[config.mk]
export PLATFORM = sky130hd
export DESIGN_NAME = unsigned_div_reconstructor
export DESIGN_NICKNAME = d
export VERILOG_FILES = /design/src/rtl/unsigned_div_reconstructor_pkg.sv /design/src/rtl/unsigned_div_reconstructor_shift_add_datapath.sv /design/src/rtl/unsigned_div_reconstructor.sv
export SDC_FILE = /design/constraint.sdc
export NUM_CORES = 1
export LEC_CHECK = 0
export ABC_AREA = 0
export CORE_MARGIN = 8
export CORE_UTILIZATION = 55
export CTS_CLUSTER_DIAMETER = 120
export DETAILED_ROUTE_END_ITERATION = 8
export PLACE_DENSITY = 0.8
export RECOVER_POWER = 25
export SETUP_SLACK_MARGIN = 0.05
export SYNTH_ARGS = -nofsm -noshare
export SYNTH_HDL_FRONTEND = slang
export SYNTH_HIERARCHICAL = 1
export SYNTH_SLANG_ARGS = --single-unit
[constraint.sdc]
create_clock -name clk -period 3.2 [get_ports clk]
set_input_delay 0.64 -clock clk [delete_from_list [all_inputs] [get_ports clk]]
set_output_delay 0.64 -clock clk [all_outputs]
set_load 0.01 [all_outputs]
[src/rtl/unsigned_div_reconstructor_pkg.sv]
// Shared constants and state encoding for the divider round-trip reconstructor.
package unsigned_div_reconstructor_pkg;

    localparam int WIDTH_DEF = 8;
    localparam int CNT_W     = $clog2(WIDTH_DEF);

    typedef enum logic [1:0] {
        IDLE = 2'd0,
        RUN  = 2'd1,
        DONE = 2'd2
    } state_t;

    // Counter width for an arbitrary operand width, never narrower than one bit.
    function automatic int cntWidth(input int w);
        return (w > 1) ? $clog2(w) : 1;
    endfunction

endpackage

[src/rtl/unsigned_div_reconstructor_shift_add_datapath.sv]
// Shift-and-add multiplier core: acc accumulates mcand whenever the low multiplier bit is set.
module unsigned_div_reconstructor_shift_add_datapath
    import unsigned_div_reconstructor_pkg::*;
#(
    parameter int WIDTH = WIDTH_DEF
) (
    input  logic                 clk,
    input  logic                 rst,
    input  logic                 i_load,
    input  logic                 i_step,
    input  logic [WIDTH-1:0]     i_quotient,
    input  logic [WIDTH-1:0]     i_divisor,
    input  logic [WIDTH-1:0]     i_remainder,
    output logic [2*WIDTH-1:0]   o_accNext
);

    logic [2*WIDTH-1:0] r_acc;
    logic [2*WIDTH-1:0] r_mcand;
    logic [WIDTH-1:0]   r_mplier;
    logic [2*WIDTH-1:0] w_accNext;

    // The value acc takes on this step; the top latches it as the result on the last step.
    always_comb begin
        w_accNext = r_acc;
        if (r_mplier[0]) begin
            w_accNext = r_acc + r_mcand;
        end
    end

    always_ff @(posedge clk) begin
        if (rst) begin
            r_acc    <= '0;
            r_mcand  <= '0;
            r_mplier <= '0;
        end else if (i_load) begin
            r_acc    <= {{WIDTH{1'b0}}, i_remainder};
            r_mcand  <= {{WIDTH{1'b0}}, i_divisor};
            r_mplier <= i_quotient;
        end else if (i_step) begin
            r_acc    <= w_accNext;
            r_mcand  <= r_mcand << 1;
            r_mplier <= r_mplier >> 1;
        end
    end

    assign o_accNext = w_accNext;

endmodule

[src/rtl/unsigned_div_reconstructor.sv]
// Rebuilds dividend = quotient*divisor + remainder with fixed WIDTH-cycle latency and
// flags triples that the divider could not have produced.
module unsigned_div_reconstructor
    import unsigned_div_reconstructor_pkg::*;
#(
    parameter int WIDTH = WIDTH_DEF
) (
    input  logic                 clk,
    input  logic                 rst,
    input  logic                 in_valid,
    output logic                 in_ready,
    input  logic [WIDTH-1:0]     quotient,
    input  logic [WIDTH-1:0]     divisor,
    input  logic [WIDTH-1:0]     remainder,
    output logic                 out_valid,
    input  logic                 out_ready,
    output logic [2*WIDTH-1:0]   dividend,
    output logic                 div0,
    output logic                 rem_err
);

    localparam int CW = cntWidth(WIDTH);
    localparam logic [CW-1:0] LAST_CNT = CW'(WIDTH - 1);

    state_t             r_state;
    state_t             w_stateNext;
    logic [CW-1:0]      r_cnt;
    logic [2*WIDTH-1:0] r_dividend;
    logic               r_div0;
    logic               r_remErr;
    logic               w_load;
    logic               w_step;
    logic               w_lastStep;
    logic [2*WIDTH-1:0] w_accNext;

    unsigned_div_reconstructor_shift_add_datapath #(
        .WIDTH(WIDTH)
    ) u_datapath (
        .clk         (clk),
        .rst         (rst),
        .i_load      (w_load),
        .i_step      (w_step),
        .i_quotient  (quotient),
        .i_divisor   (divisor),
        .i_remainder (remainder),
        .o_accNext   (w_accNext)
    );

    always_ff @(posedge clk) begin
        if (rst) begin
            r_state <= IDLE;
        end else begin
            r_state <= w_stateNext;
        end
    end

    assign w_lastStep = (r_cnt == LAST_CNT);

    always_comb begin
        w_stateNext = r_state;
        w_load      = 1'b0;
        w_step      = 1'b0;
        case (r_state)
            IDLE: begin
                if (in_valid) begin
                    w_load      = 1'b1;
                    w_stateNext = RUN;
                end
            end
            RUN: begin
                w_step = 1'b1;
                if (w_lastStep) begin
                    w_stateNext = DONE;
                end
            end
            DONE: begin
                if (out_ready) begin
                    w_stateNext = IDLE;
                end
            end
            default: w_stateNext = IDLE;
        endcase
    end

    // Result and flags change only on load or on the final step, so they hold through DONE and IDLE.
    always_ff @(posedge clk) begin
        if (rst) begin
            r_cnt      <= '0;
            r_dividend <= '0;
            r_div0     <= 1'b0;
            r_remErr   <= 1'b0;
        end else begin
            if (w_load) begin
                r_cnt    <= '0;
                r_div0   <= (divisor == '0);
                r_remErr <= (divisor != '0) && (remainder >= divisor);
            end
            if (w_step) begin
                r_cnt <= r_cnt + 1'b1;
                if (w_lastStep) begin
                    r_dividend <= w_accNext;
                end
            end
        end
    end

    assign in_ready  = (r_state == IDLE);
    assign out_valid = (r_state == DONE);
    assign dividend  = r_dividend;
    assign div0      = r_div0;
    assign rem_err   = r_remErr;

endmodule

* Word-level counts from Yosys, hierarchy flattened *
Index checks and enable logic that the tools add are counted.
W data, S select, Z words.

word-level totals
  bits in registers = 63
  latch bits = 0
  RAM bits = 0
  memory bits (read-only) = 0
  output and inout bits = 20
  logic and storage cells = 43
  memories kept = 0

cells by class
  add/subtract/negate cells = 2
  multiply operators = 0
  divide/modulo/power cells = 0
  magnitude comparators = 1
  equal/unequal tests = 6
  shift-type cells = 0
  multiplexer cells = 16
  bitwise gates (word level) = 0
  reductions and logical operators = 8

operators with widths
  kind                   number
  $mux W8                6
  $add A16 B16 Y16       1
  $mux W16               1
  $ge A8 B8 Y1           1
  $logic_not A8 Y1       1
  $reduce_bool A8 Y1     1
  $mux W2                3
  $mux W3                2
  $pmux W2 S3            1
  $ne A2 B2 Y1 const B   2
  $add A3 B1 Y3 const B  1
  $eq A3 B3 Y1 const B   1
  $mux W1                3
  $reduce_and A3 Y1      1
  $eq A2 B1 Y1 const B   1
  $eq A2 B2 Y1 const B   1
  $logic_not A2 Y1       1
  $ne A2 B1 Y1 const B   1
  $reduce_and A2 Y1      1
  $reduce_bool A2 Y1     1
  $reduce_or A2 Y1       1
  $logic_and A1 B1 Y1    1

* Longest topological paths before layout *
Gate-level depths: netlist of run 1.

  word-level depth = 4
  gate-level depth with buffers = 10

* Modules after synthesis *
Netlist of run 1, hierarchy kept.

modules (own cells, without submodules)
  module                                         times used  cells each  area each (um^2)  seq. area each (um^2)
  unsigned_div_reconstructor_shift_add_datapath  1           311         2543.7            800.8
  unsigned_div_reconstructor                     1           133         1096.1            460.4

* Worst setup path after synthesis of run 1 *
OpenSTA, ideal clock, no wires.

  path type = flip-flop to flip-flop
  from = reg u_datapath.r_acc[0]
  to = reg r_dividend[12] (netlist: dividend[12])
  library setup time = 0.133 ns
  arrival time = 2.170 ns
  data required time = 3.067 ns
  path slack = 0.896 ns
  stages on the path, launching flop included = 11
  path through = dfxtp_1 -> ha_1 -> fa_1 -> a21o_1 -> a221oi_2 -> nor4b_2 -> nor2_1 -> o311ai_1 -> mux2_2 -> nand2_1 -> a21oi_2

between the ends
  longest elaborated chain between the ends = 2

ends and longest elaborated chain
  item                      RTL line                                             RTL
  start: declaration        unsigned_div_reconstructor_shift_add_datapath.sv:17  logic [2*WIDTH-1:0] r_acc;
  start signal: assignment  unsigned_div_reconstructor_shift_add_datapath.sv:36  r_acc <= {{WIDTH{1'b0}}, i_remainder};
  start signal: assignment  unsigned_div_reconstructor_shift_add_datapath.sv:40  r_acc <= w_accNext;
  $add A16 B16 Y16          unsigned_div_reconstructor_shift_add_datapath.sv:26  w_accNext = r_acc + r_mcand;
  $mux W16                  unsigned_div_reconstructor_shift_add_datapath.sv:25  if (r_mplier[0]) begin
  via w_accNext[12]         unsigned_div_reconstructor.sv:34                     logic [2*WIDTH-1:0] w_accNext;
  end signal: assignment    unsigned_div_reconstructor.sv:101                    r_dividend <= w_accNext;
  end: declaration          unsigned_div_reconstructor.sv:28                     logic [2*WIDTH-1:0] r_dividend;

The timed path passes the listed nets, and every way through them passes these cells.
A chain may end at the register's enable or synchronous reset.

* Worst setup path after layout of run 1 *
  from = in in_valid
  to = reg u_datapath.r_mcand[0]

between the ends
  longest elaborated chain between the ends = 3

ends and longest elaborated chain
  item                                           RTL line                                             RTL
  start: declaration                             unsigned_div_reconstructor.sv:10                     input logic in_valid,
  $mux W1 (*)                                    unsigned_div_reconstructor.sv:65                     if (in_valid) begin
  $mux W1 (*)                                    unsigned_div_reconstructor.sv:63                     case (r_state)
  via w_load                                     unsigned_div_reconstructor.sv:31                     logic w_load;
  $mux W8 or $reduce_bool A2 Y1 (tied branches)  --
  end signal: assignment                         unsigned_div_reconstructor_shift_add_datapath.sv:37  r_mcand <= {{WIDTH{1'b0}}, i_divisor};
  end signal: assignment                         unsigned_div_reconstructor_shift_add_datapath.sv:41  r_mcand <= r_mcand << 1;
  end: declaration                               unsigned_div_reconstructor_shift_add_datapath.sv:18  logic [2*WIDTH-1:0] r_mcand;

The timed path passes the listed nets; every way through them passes the cells marked *.

==> metrics, run 1 <==
Cells after DPL roughly 550; syn nets approximately 500; Register Area around 1300 um2; Hold EP dividend[0]; P_int around 0.0014 W; Starting Density 0.570; synthesis warning total 6; count leader, synth dfxtp_1; Top FF cell, synth dfxtp_1; drt wl/cell roughly 15 um; CP max FO a little under 50; max-slew violations 0; TNS Setup 0 ps; final instance area approximately 4300 um2; crit end category flip-flop; IO buf count 47; DR vias/cell approximately 5.7; Final Hold Fails 0; max cap viols 0; leak pwr about 1.8 nW; Power per Cell Area 443 nW/um2; top cells by area, synth dfxtp_1, ha_1, mux2i_1, a21oi_1, nor2_1; Die ar. between 9000 and 10000 um2; first-pass GRT wire length between 10000 and 15000 um; worst r2r path cells 10; switching part of the total power 0.261; Initial DRC Count between 100 and 150; CTS resizes 0; min-delay src dividend[0]; fin cells approximately 570; reg-to-reg setup timing slack between 600 and 700 ps; synth cell count leaders dfxtp_1, nor2_1, nand2_1, a21oi_1, mux2i_1; min Tclk post-route about 2700 ps; # rows 29; slowest CP cell clkbuf_2; critical path class input pin to flip-flop; CTS clk-pin slew, worst paths about 70 ps; diodes inserted 0; Layout Nets between 500 and 600; Cell variety after synth 61; Clock power frac 0.415; clk_lat worst skew ~340 ps; WL final ~8600 um; Fmax achieved around 0.37 GHz; type of element launching the critical path input pin; Reg power frac 0.436; largest net degree at the start of global routing 50; Switching Power 0.000502 W; Worst Tran Pin Value between 800 and 900 ps; share of the synthesized area in the top cell type 0.347; hold path depth 2; Post-Syn Area per Cell between 8 and 9 um2; share of post-route cells with drive strength above 1 0.0963; CTS tree yes; status finished clean; routability cong. 0.895; asr flop ratio synth 0; worst hold path type flip-flop to flip-flop; CP peak stage delay 680 ps; EDFF count, synth 0; reg2reg end dividend[12]; IO Count 48; Num CTS Buffers 9; Comb pwr share 0.149; Num Clock Sinks 63; P&R area growth vs syn 19.3%; initial antenna violation count 0; Total GRT Usage 0.182; FF+latch count, synth 63; endpoints failing setup 0; Worst Path Arrival between 2000 and 3000 ps; Max H-tree Level 3; fillers roughly 540; sequential area share after synthesis 0.347; Max Root-Sink Buffers 2; RR Startpoint u_datapath/r_acc[0]; CP required 3410 ps; Post-CTS Setup Inserts 0; Multi-input gate area between 2000 and 2500 um2; GRT overflow 0; VDD IR-drop max about 0.35 mV; DR vias roughly 3.2k; die span in x 97.4 um; antenna-violating nets left 0; hpwl dp roughly 6300 um; drt drc 0; Die Height ~97 um; CTS Hold Bufs 0; crit share post-route 0.848; Synth area leader dfxtp_1; Slew Limit Headroom 0.406; Placed Instance Area slightly above 4000 um2; Netlist Area Pre-Place approximately 3600 um2; crit-path cells dlygate4sd3_1, nand2_1, clkinvlp_2, clkbuf_2, inv_1, and3_1, a21oi_1, nor2_1; clock skew approximately 9.6 ps; Post-Synthesis Cells ~440; TritonRoute pass-1 iters 4; RSZ-0062 raised after global routing false; Placeable Area ~6400 um2; clk root buf clkbuf_8; number of global-route vias before repair about 3.1k
## per-layer routing
metal,vias to the layer above,global-route usage,wire [um]
li1,1635,-,-
met1,1506,0.210,3880
met2,72,0.304,4110
met3,18,0.0562,385
met4,0,0.0781,219
met5,-,0,0
## power groups by stage
stage | logic, W | registers [W] | clock network [W]
after floorplan | 0.000200 | 0.000847 | 0
after global placement | 0.000278 | 0.000854 | 0
after detailed placement | 0.000285 | 0.000856 | 0
after CTS | 0.000288 | 0.000838 | 0.000819
after global routing | 0.000317 | 0.000842 | 0.000844
final | 0.000286 | 0.000838 | 0.000798
## cell type report
class	count	share of cell area
sequential	63	0.291
clock inverter	5	0.0184
multi-input combinational	341	0.505
clock buffer	11	0.0349
inverter	17	0.0156
timing repair buffer	51	0.114
tap	77	0.0222
## kinds of logic after synthesis
group / count (synthesis) / synth area share
and+or+nand+nor: 162 / 0.198
xor gates and xnor gates: 9 / 0.0217
AOI/OAI and AO/OA: 108 / 0.192
adders and majority gates: 26 / 0.0914
buffers and inverters: 40 / 0.0481
DFF: 63 / 0.347
muxes: 36 / 0.102
## per-stage QoR
step / total power, W / util / hold WS, ps / setup slack, ps
finish: 0.00192 / 0.680 / 457 / 486
global route: 0.00200 / 0.680 / 473 / 350
CTS: 0.00194 / 0.682 / 456 / 691
detailed placement: 0.00114 / 0.646 / 446 / 709
global placement: 0.00113 / 0.646 / 443 / 735
floorplan: 0.00105 / - / 451 / 896
## sequential cells by signal (all words and copies together), names as in the netlist
name                 cells
div0                     1
dividend                16
r_cnt                    3
r_state                  2
rem_err                  1
u_datapath/r_acc        16
u_datapath/r_mcand      16
u_datapath/r_mplier      8
## how the worst max path moves through the flow
| stage | startpoint | to | slack, ps | cells past startpoint |
|---|---|---|---|---|
| 2_1_floorplan | u_datapath/r_acc[0] | dividend[12] | 900 | 10 |
| 3_3_place_gp | u_datapath/r_acc[0] | dividend[12] | 730 | 10 |
| 3_5_place_dp | u_datapath/r_acc[0] | dividend[12] | 710 | 10 |
| 4_1_cts | u_datapath/r_acc[0] | dividend[12] | 690 | 10 |
| 5_1_grt | in_valid | u_datapath/r_acc[14] | 350 | 7 |
| 6_report | in_valid | u_datapath/r_mcand[0] | 490 | 8 |
## cells in the final DEF (no fill, tap or decap), drive strengths merged, types with 4 or more instances in the layout
master,count
clkbuf,12
a21o,6
xnor2,6
mux2,9
or2,4
ha,25
clkdlybuf4s50,45
o21ai,11
nand2b,5
nor2,62
mux2i,27
inv,15
nand3,11
a21oi,56
a211oi,6
dfxtp,63
buf,4
nand2,58
or3,4
## critical path: cells and delay by family
family                 cells  cell delay (ps)
AO/OA/AOI/OAI              1              130
buffers and inverters      4             1600
AND/OR/NAND/NOR            3              530
No activity file was read; power rests on OpenSTA's default activity.
==> run 2: changes to the inputs <==
- clock period: 3.2 -> 2.8 ns (I/O delays scaled with it)
==> metrics, run 2 (synthesis results as in run 1) <==
hpwl dp 6510 um; Fmax achieved 0.396 GHz; clock skew between 6 and 7 ps; number of global-route vias before repair roughly 3.2k; largest net degree at the start of global routing 50; routability cong. about 0.93; max cap viols 0; endpoints failing setup 0; initial antenna violation count 0; critical path class input pin to flip-flop; max-slew violations 0; Num CTS Buffers 9; diodes inserted 0; Final Hold Fails 0; Total GRT Usage 0.190; Initial DRC Count between 150 and 200; crit end category flip-flop; status finished clean; TNS Setup 0 ps; Slew Limit Headroom 0.444; # rows 29; crit share post-route 0.902; CP max FO 14; VDD IR-drop max approximately 0.37 mV; Num Clock Sinks 63; CTS tree yes; CTS Hold Bufs 0; Register Area about 1300 um2; IO buf count 47; Layout Nets between 500 and 600; type of element launching the critical path input pin; worst hold margin 450 ps; worst hold path type flip-flop to flip-flop; Multi-input gate area about 2200 um2; clk root buf clkbuf_8; Die ar. roughly 9500 um2; Max Root-Sink Buffers 2; GRT overflow 0; Worst Path Arrival approximately 2800 ps; IO Count between 40 and 50; DR vias 3221; Max H-tree Level 3; CTS clk-pin slew, worst paths around 70 ps; die span in x between 90 and 100 um; P&R area growth vs syn 19.0%; Worst Tran Pin Value between 800 and 900 ps; worst slack at placement approximately 270 ps; Placeable Area approximately 6400 um2; CP required between 3000 and 4000 ps; RSZ-0062 raised after global routing false; PnR worst setup slack 275 ps; antenna-violating nets left 0; leak pwr around 1.8 nW; commonest cells after routing, fill and taps aside dfxtp_1, nor2_1, nand2_1; Starting Density 0.570; drt drc 0; most common cell after layout, fill and taps aside dfxtp_1; min Tclk post-route 2520 ps; WL final roughly 8800 um; clk_lat worst skew about 350 ps; first-pass GRT wire length roughly 15000 um; Die Height between 90 and 100 um; share of post-route cells with drive strength above 1 0.0920; TritonRoute pass-1 iters 5; DR vias/cell approximately 5.7; drt wl/cell 15.6 um; fillers 560; Power per Cell Area approximately 490 nW/um2
run 2: cell count changes in the layout (fill, tap and decap cells not counted), moves of 2 or more:
cell,before,now
clkdlybuf4s50_1,45,43
clkinvlp_4,2,0
clkbuf_1,0,3
clkbuf_8,11,9
clkinv_2,1,3
dlygate4sd3_1,1,3
run 2: path summary, 6_finish.rpt:
check	slack, ps	from	cells past startpoint	to
worst max-delay path	280	in_valid	7	u_datapath/r_acc[14]
worst min-delay path	450	dividend[3]	2	dividend[3]
worst max register to register	320	u_datapath/r_acc[0]	10	dividend[14]
worst min register to register	450	dividend[3]	2	dividend[3]
run 2: timing repair:
item	4_1_cts	5_1_grt
resized for setup	0	1
endpoints found under the setup margin	0	3
setup buffers	0	0
hold endpoints to repair	0	0
run 2: routing by layer:
layer	vias to the layer above	track usage	routed length, um
met3	7	0.0583	401
li1	1635	-	-
met2	69	0.328	4460
met4	0	0.0513	91
met1	1510	0.220	3880
met5	-	0	0
run 2: power by group:
part | internal (W) | total, W | switching (W)
Clock | 0.000499 | 0.000844 | 0.000345
Combinational | 0.000148 | 0.000332 | 0.000184
Sequential | 0.000929 | 0.000959 | 0.0000306
run 2: cell type report:
| cell class | instances | area share |
|---|---|---|
| multi-input combinational | 341 | 0.508 |
| sequential | 63 | 0.291 |
| timing repair buffer | 52 | 0.116 |
| clock buffer | 12 | 0.0312 |
| tap | 77 | 0.0222 |
| clock inverter | 4 | 0.0162 |
| inverter | 17 | 0.0156 |
run 2: metrics by stage:
stage                     total power, W  cells  utilization  area (um2)
after detailed placement         0.00131    550        0.647        4130
after global placement           0.00130    550        0.647        4130
final                            0.00214    566        0.678        4330
after CTS                        0.00215    566        0.679        4340
after floorplan                  0.00120    444            -        3640
after global routing             0.00223    566        0.678        4330
run 2: worst max-delay path, stage by stage:
cell and delay, ps:
clkdlybuf4s50_1 450, nand2_1 160, clkinv_2 170, or2_0 670
nor2_1 240, and4_1 270, a221o_1 250
==> run 3: changes to the inputs <==
- CORE_UTILIZATION: 55 -> 57
- CTS_BUF_LIST: default -> sky130_fd_sc_hd__clkbuf_4
- PLACE_DENSITY: 0.8 -> 0.82
==> metrics, run 3 (synthesis results as in run 1) <==
status finished clean; Slew Limit Headroom 0.421; max-slew violations 0; commonest cells after routing, fill and taps aside dfxtp_1, nor2_1, nand2_1; leak pwr approximately 1.7 nW; type of element launching the critical path flip-flop; clk root buf clkbuf_4; largest net degree at the start of global routing 50; CTS tree yes; Die ar. a little over 9000 um2; Cells after DPL 549; Num CTS Buffers 9; RSZ-0062 raised after global routing false; post-layout util 0.678; max cap viols 0; CTS resizes 0; Power per Cell Area between 400 and 500 nW/um2; slowest CP cell fa_1; P&R area growth vs syn 16.9%; drt wl/cell 15.1 um; CTS Hold Bufs 0; initial antenna violation count 0; worst hold path type flip-flop to flip-flop; clock skew between 10 and 15 ps; # rows 29; CP peak stage delay 420 ps; crit share post-route 0.914; first-pass GRT wire length 14500 um; Fmax achieved approximately 0.4 GHz; TNS Setup 0 ps; DR vias/cell 5.79; Max H-tree Level 3; Post-CTS Setup Inserts 0; diodes inserted 0; crit-path cells ha_1, fa_1, a21o_1, a221oi_4, nor4b_2, nor2_1, o311ai_1, mux2_2, nand2_1, a21oi_2; clk_lat worst skew between 400 and 500 ps; Final Hold Fails 0; Total GRT Usage 0.199; fin cells roughly 560; min Tclk post-route between 2000 and 3000 ps; critical path class flip-flop to flip-flop; Worst Path Arrival between 2000 and 3000 ps; die span in x approximately 96 um; routability cong. 0.905; GRT overflow 0; Worst Tran Pin Value between 800 and 900 ps; Num Clock Sinks between 60 and 70; number of global-route vias before repair 3182; Max Root-Sink Buffers 2; Starting Density 0.580; antenna-violating nets left 0; CTS clk-pin slew, worst paths 110 ps; IO Count 48; crit end category flip-flop; Layout Nets 537; share of post-route cells with drive strength above 1 0.0945; WL final around 8500 um; drt drc 0; IO buf count 47; Initial DRC Count approximately 140; CP required ~3100 ps; most common cell after layout, fill and taps aside dfxtp_1; CP max FO 4; Die Height about 96 um; Placeable Area roughly 6300 um2; VDD IR-drop max approximately 0.35 mV; TritonRoute pass-1 iters 4; DR vias roughly 3.3k; endpoints failing setup 0; hpwl dp ~6300 um
-- run 3: path summary, 6_finish.rpt --
| kind | from | to | slack, ps | cells past startpoint |
|---|---|---|---|---|
| worst max-delay path | u_datapath/r_acc[0] | dividend[12] | 240 | 10 |
| worst min register to register | dividend[9] | dividend[9] | 460 | 2 |
| worst min-delay path | dividend[9] | dividend[9] | 460 | 2 |
| worst max register to register | u_datapath/r_acc[0] | dividend[12] | 240 | 10 |
-- run 3: where the power goes --
group	switching (W)	leakage [nW]	internal (W)
combinational	0.000180	1.13	0.000146
clock	0.000334	0.0724	0.000279
sequential	0.0000307	0.512	0.000928
-- run 3: routing by layer --
metal | wire, um | track usage
met5 | 0 | 0
met4 | 229 | 0.0986
met3 | 410 | 0.0437
met2 | 4120 | 0.337
met1 | 3730 | 0.232
-- run 3: worst max-delay path, delay by kind of cell (launching register included) --
kind	cells	cell delay (ps)
and+or+nand+nor	3	370
AOI/OAI and AO/OA	4	760
DFF	1	340
muxes	1	300
adders and majority gates	2	650
-- run 3: metrics by stage --
step	hold slack, ps	power, W	instance area (um2)	setup WS [ps]
after detailed placement	449	0.00130	4120	254
after CTS	464	0.00191	4260	206
final	462	0.00190	4260	241
after global routing	484	0.00200	4260	77.2
after global placement	443	0.00129	4120	336
after floorplan	451	0.00120	3640	496
-- run 3: area by class of cell --
type                       count  area (um2)
timing repair buffer          51         493
inverter                      17        67.6
clock buffer                  10        75.1
multi-input combinational    341        2200
clock inverter                 5        60.1
fill                         530        2020
sequential                    63        1260
tap                           77        96.3
==> edit 1, RTL diff (config.mk and constraints of run 3) <==
Reset style: asynchronous (`rst`), changed in 3 clocked blocks.
--- a/src/rtl/unsigned_div_reconstructor_shift_add_datapath.sv
+++ b/src/rtl/unsigned_div_reconstructor_shift_add_datapath.sv
@@ -27,7 +27,7 @@
         end
     end
 
-    always_ff @(posedge clk) begin
+    always_ff @(posedge clk or posedge rst) begin
         if (rst) begin
             r_acc    <= '0;
             r_mcand  <= '0;
--- a/src/rtl/unsigned_div_reconstructor.sv
+++ b/src/rtl/unsigned_div_reconstructor.sv
@@ -46,7 +46,7 @@
         .o_accNext   (w_accNext)
     );
 
-    always_ff @(posedge clk) begin
+    always_ff @(posedge clk or posedge rst) begin
         if (rst) begin
             r_state <= IDLE;
         end else begin
@@ -83,7 +83,7 @@
     end
 
     // Result and flags change only on load or on the final step, so they hold through DONE and IDLE.
-    always_ff @(posedge clk) begin
+    always_ff @(posedge clk or posedge rst) begin
         if (rst) begin
             r_cnt      <= '0;
             r_dividend <= '0;
Function: differs if rst is asserted again (counterexample within 4 cycles, from zero or initial values and one cycle with rst high); with rst held inactive, the same outputs for 4 cycles.
==> edit 1 against run 3 <==
  * Routed wire length grew 6.7%
  * Clock skew grew 0.0090 ns
  * Setup slack lost 0.10 ns
  * Synthesized cell count shrank 11%
  * Sequential cell count is the same
  * Critical path depth is the same
  * Final area grew 8.2%
  * Synthesized area grew 8.2%
  * Sequential share of layout area grew 4.6 points
  * Critical path type unchanged
  * Highest routed layer unchanged
Power is not compared: it rests on default switching activity, and its combinational part moved more than twofold at a synthesized area within 25%.
==> edit 1: results <==
metrics = {
    "status": {
        "status": "complete, no violations",
    },
    "drt": {
        "wl_met3_um": 496,
        "routed_wl_mm": 9.06,
        "wire_per_inst_um": 17.2,
        "vias_per_cell": 5.96,
    },
    "timing": {
        "skew_ns": 0.0228,
        "finalCritPeriodShare": 0.950,
    },
    "yosys": {
        "synth_compound_area_frac": 0.164,
        "synth.distinct_cells": 54,
        "seq_area_frac_synth": 0.400,
        "synthAdderAreaFrac": 0.0845,
        "yosys.area_share.xor_xnor": 0.0267,
        "post_synth.cell_area_avg_um2": 9.97,
        "synth_commonest_cells": "dfrtp_1 (63), nand2_1 (48), o21ai_0 (34), mux2i_1 (28), ha_1 (25)",
    },
    "setup_path": {
        "crit_end": "dividend[12]$_DFFE_PP0P_",
        "arrival_ns": 2.95,
        "ff2ff_setup_slack_ns": 0.14,
        "critPathTopFamily": "adder cells",
        "critPathSlowestCell": "dfrtp_1",
        "crit_start": "u_datapath/r_acc[0]$_DFFE_PP0P_",
    },
    "final_layout": {
        "multi_input_gates": 290,
        "nFillCells": 549,
        "nNonClkInverters": 23,
        "regArea_mm2": 0.00158,
        "clkCellAreaFrac": 0.0253,
        "clkbuf_count": 9,
        "multi_input_area_share": 0.474,
        "n_all_buffers": 56,
    },
    "global_routing": {
        "gr-usage-met3": 0.0363,
        "grt.total_usage": 0.191,
        "grt_pass1_wl_mm": 15.2,
        "grt_max_degree": 41,
        "grt_pass1_vias": 3069,
    },
    "min_path": {
        "worstHoldStart": "div0$_DFFE_PP0P_",
    },
    "placed_design": {
        "placed_cells": 510,
        "pre_cts_slack_ns": 0.0604,
    },
}
-- edit 1: changes by cell type in the layout (fill, tap and decap cells not counted), sizes merged, moves of 9 or more --
cell / run 3 / this run
dfxtp: 63 / 0
nor2: 62 / 18
inv: 15 / 24
mux2: 9 / 27
dfrtp: 0 / 63
o21ai: 11 / 37
a21oi: 56 / 17
-- edit 1: tightest hold or removal path, delay by kind of cell (launching register included) --
kind / cells / cell delay, ns
flops: 1 / 0.36
simple gates: 1 / 0.05
compound gates: 1 / 0.07
-- edit 1: worst min-delay path by stage --
stage | endpoint | slack (ns) | cells after the start
5_1_grt | dividend[6]$_DFFE_PP0P_ | 0.54 | 1
6_report | div0$_DFFE_PP0P_ | 0.50 | 2
4_1_cts | div0$_DFFE_PP0P_ | 0.50 | 2
2_1_floorplan | r_cnt[0]$_DFFE_PP0P_ | 0.46 | 1
3_5_place_dp | div0$_DFFE_PP0P_ | 0.48 | 2
3_3_place_gp | div0$_DFFE_PP0P_ | 0.46 | 2
==> edit 2, RTL diff (settings of run 3) <==
Made on the original files. Change the package constant `WIDTH_DEF` from 8 to 4.
--- a/src/rtl/unsigned_div_reconstructor_pkg.sv
+++ b/src/rtl/unsigned_div_reconstructor_pkg.sv
@@ -1,7 +1,7 @@
 // Shared constants and state encoding for the divider round-trip reconstructor.
 package unsigned_div_reconstructor_pkg;
 
-    localparam int WIDTH_DEF = 8;
+    localparam int WIDTH_DEF = 4;
     localparam int CNT_W     = $clog2(WIDTH_DEF);
 
     typedef enum logic [1:0] {
Ports: changed (resized dividend, divisor, quotient and remainder); port bits go from 48 to 28. No check against the original RTL was run, so the function may have changed too.
==> edit 2 against run 3 <==
  * Sequential cell count is 29 lower
  * Global-route usage is 3.0 points lower
  * Sequential share of layout area is 0.99 points lower
  * Cell count is 45% lower
  * Power is 49% lower
  * Final area is 44% lower
  * Routed wire length is 47% lower
  * Setup slack better by 0.20 ns
  * Synthesized area is 44% lower
  * Critical path type unchanged
==> edit 2: results <==
metrics = {
    "status": {
        "status": "complete, no violations",
    },
    "global_routing": {
        "grt.total_usage": 0.169,
        "global_route.usage.met2": 0.267,
        "gr-usage-met3": 0.0526,
        "grt_max_degree": 28,
    },
    "setup_path": {
        "arrival_ns": 2.58,
        "r2r_start": "r_state[1]$_SDFFE_PP0P_",
        "rr_worst_depth": 6,
        "ff2ff_setup_slack_ns": 0.45,
        "crit_fanout": 22,
    },
    "yosys": {
        "syn_inst": 240,
        "synth_commonest_cells": "dfxtp_1 (34), a21oi_1 (26), nor2_1 (24), nand2_1 (19), nand3_1 (16)",
    },
    "final_layout": {
        "nFillCells": 294,
        "drive_above_1_share": 0.0902,
    },
    "placed_design": {
        "place_area_mm2": 0.00234,
        "placed_cells": 306,
        "gp_congestion": 0.856,
        "port-buffer-count": 27,
        "hpwl_mm": 3.39,
    },
    "drt": {
        "routed_wl_mm": 4.46,
        "vias_per_cell": 5.78,
        "drt_first_iter_violations": 116,
    },
    "cts": {
        "clock_latency_ns": 0.33,
        "path_clk_slew_ns": 0.09,
        "cts_buffers": 5,
        "h-tree-depth": 2,
    },
    "min_path": {
        "hold_path_end": "div0$_SDFFE_PP0P_",
    },
    "timing": {
        "skew_ns": 0.00651,
    },
    "power": {
        "peakVddDrop_mv": 0.308,
    },
}
-- edit 2: how the worst max path moves through the flow --
stage | startpoint | end | slack, ns | cells after the start
final | r_state[1]$_SDFFE_PP0P_ | u_datapath/r_acc[0]$_SDFFE_PP0P_ | 0.45 | 6
after global routing | r_state[1]$_SDFFE_PP0P_ | u_datapath/r_mplier[1]$_SDFFE_PP0P_ | 0.22 | 7
after CTS | in_valid | u_datapath/r_acc[6]$_SDFFE_PP0P_ | 0.61 | 8
after detailed placement | in_valid | u_datapath/r_acc[6]$_SDFFE_PP0P_ | 0.25 | 8
after global placement | in_valid | u_datapath/r_acc[7]$_SDFFE_PP0P_ | 0.27 | 7
after floorplan | in_valid | u_datapath/r_acc[7]$_SDFFE_PP0P_ | 0.63 | 8
-- edit 2: layout make-up --
cell class | count | area [um^2] | area share
sequential | 34 | 681 | 0.286
multi-input combinational | 180 | 1230 | 0.517
clock inverter | 1 | 3.75 | 0.00158
clock buffer | 5 | 37.5 | 0.0158
inverter | 14 | 65.1 | 0.0274
timing repair buffer | 32 | 304 | 0.128
tap | 46 | 57.6 | 0.0242
-- edit 2: cells by family (layout without fill, tap and decap cells) --
group | count (synthesis) | in the layout | synth area share
simple gates | 86 | 86 | 0.208
compound gates | 61 | 61 | 0.214
flops | 34 | 34 | 0.335
buf+inv | 26 | 52 | 0.0610
mux | 17 | 17 | 0.0856
fa+ha+maj | 13 | 13 | 0.0837
xor+xnor | 3 | 3 | 0.0129
-- edit 2: metal layers --
metal / share of wire / wire length (um)
met1: 0.46 / 2040
met2: 0.49 / 2170
met3: 0.040 / 177
met4: 0.015 / 68
met5: 0 / 0
-- edit 2: power groups by stage --
stage	Clock, mW	Combinational (mW)	Sequential (mW)
2_1_floorplan	0	0.149	0.530
3_3_place_gp	0	0.199	0.537
3_5_place_dp	0	0.205	0.538
4_1_cts	0.247	0.206	0.526
5_1_grt	0.269	0.228	0.530
6_report	0.235	0.207	0.526
-- edit 2: worst max-delay path: cells and delay by family, from the launching register on --
kind / cells / cell delay (ns)
simple gates: 2 / 0.34
flops: 1 / 0.35
mux: 1 / 0.29
compound gates: 1 / 0.10
buf+inv: 2 / 1.18
-- edit 2: metrics by stage --
stage / util / hold WS [ns] / worst slack, ns
4_1_cts: 0.702 / 0.462 / 0.611
6_report: 0.701 / 0.453 / 0.445
3_3_place_gp: 0.690 / 0.444 / 0.268
3_5_place_dp: 0.690 / 0.449 / 0.246
2_1_floorplan: - / 0.452 / 0.627
5_1_grt: 0.701 / 0.476 / 0.220
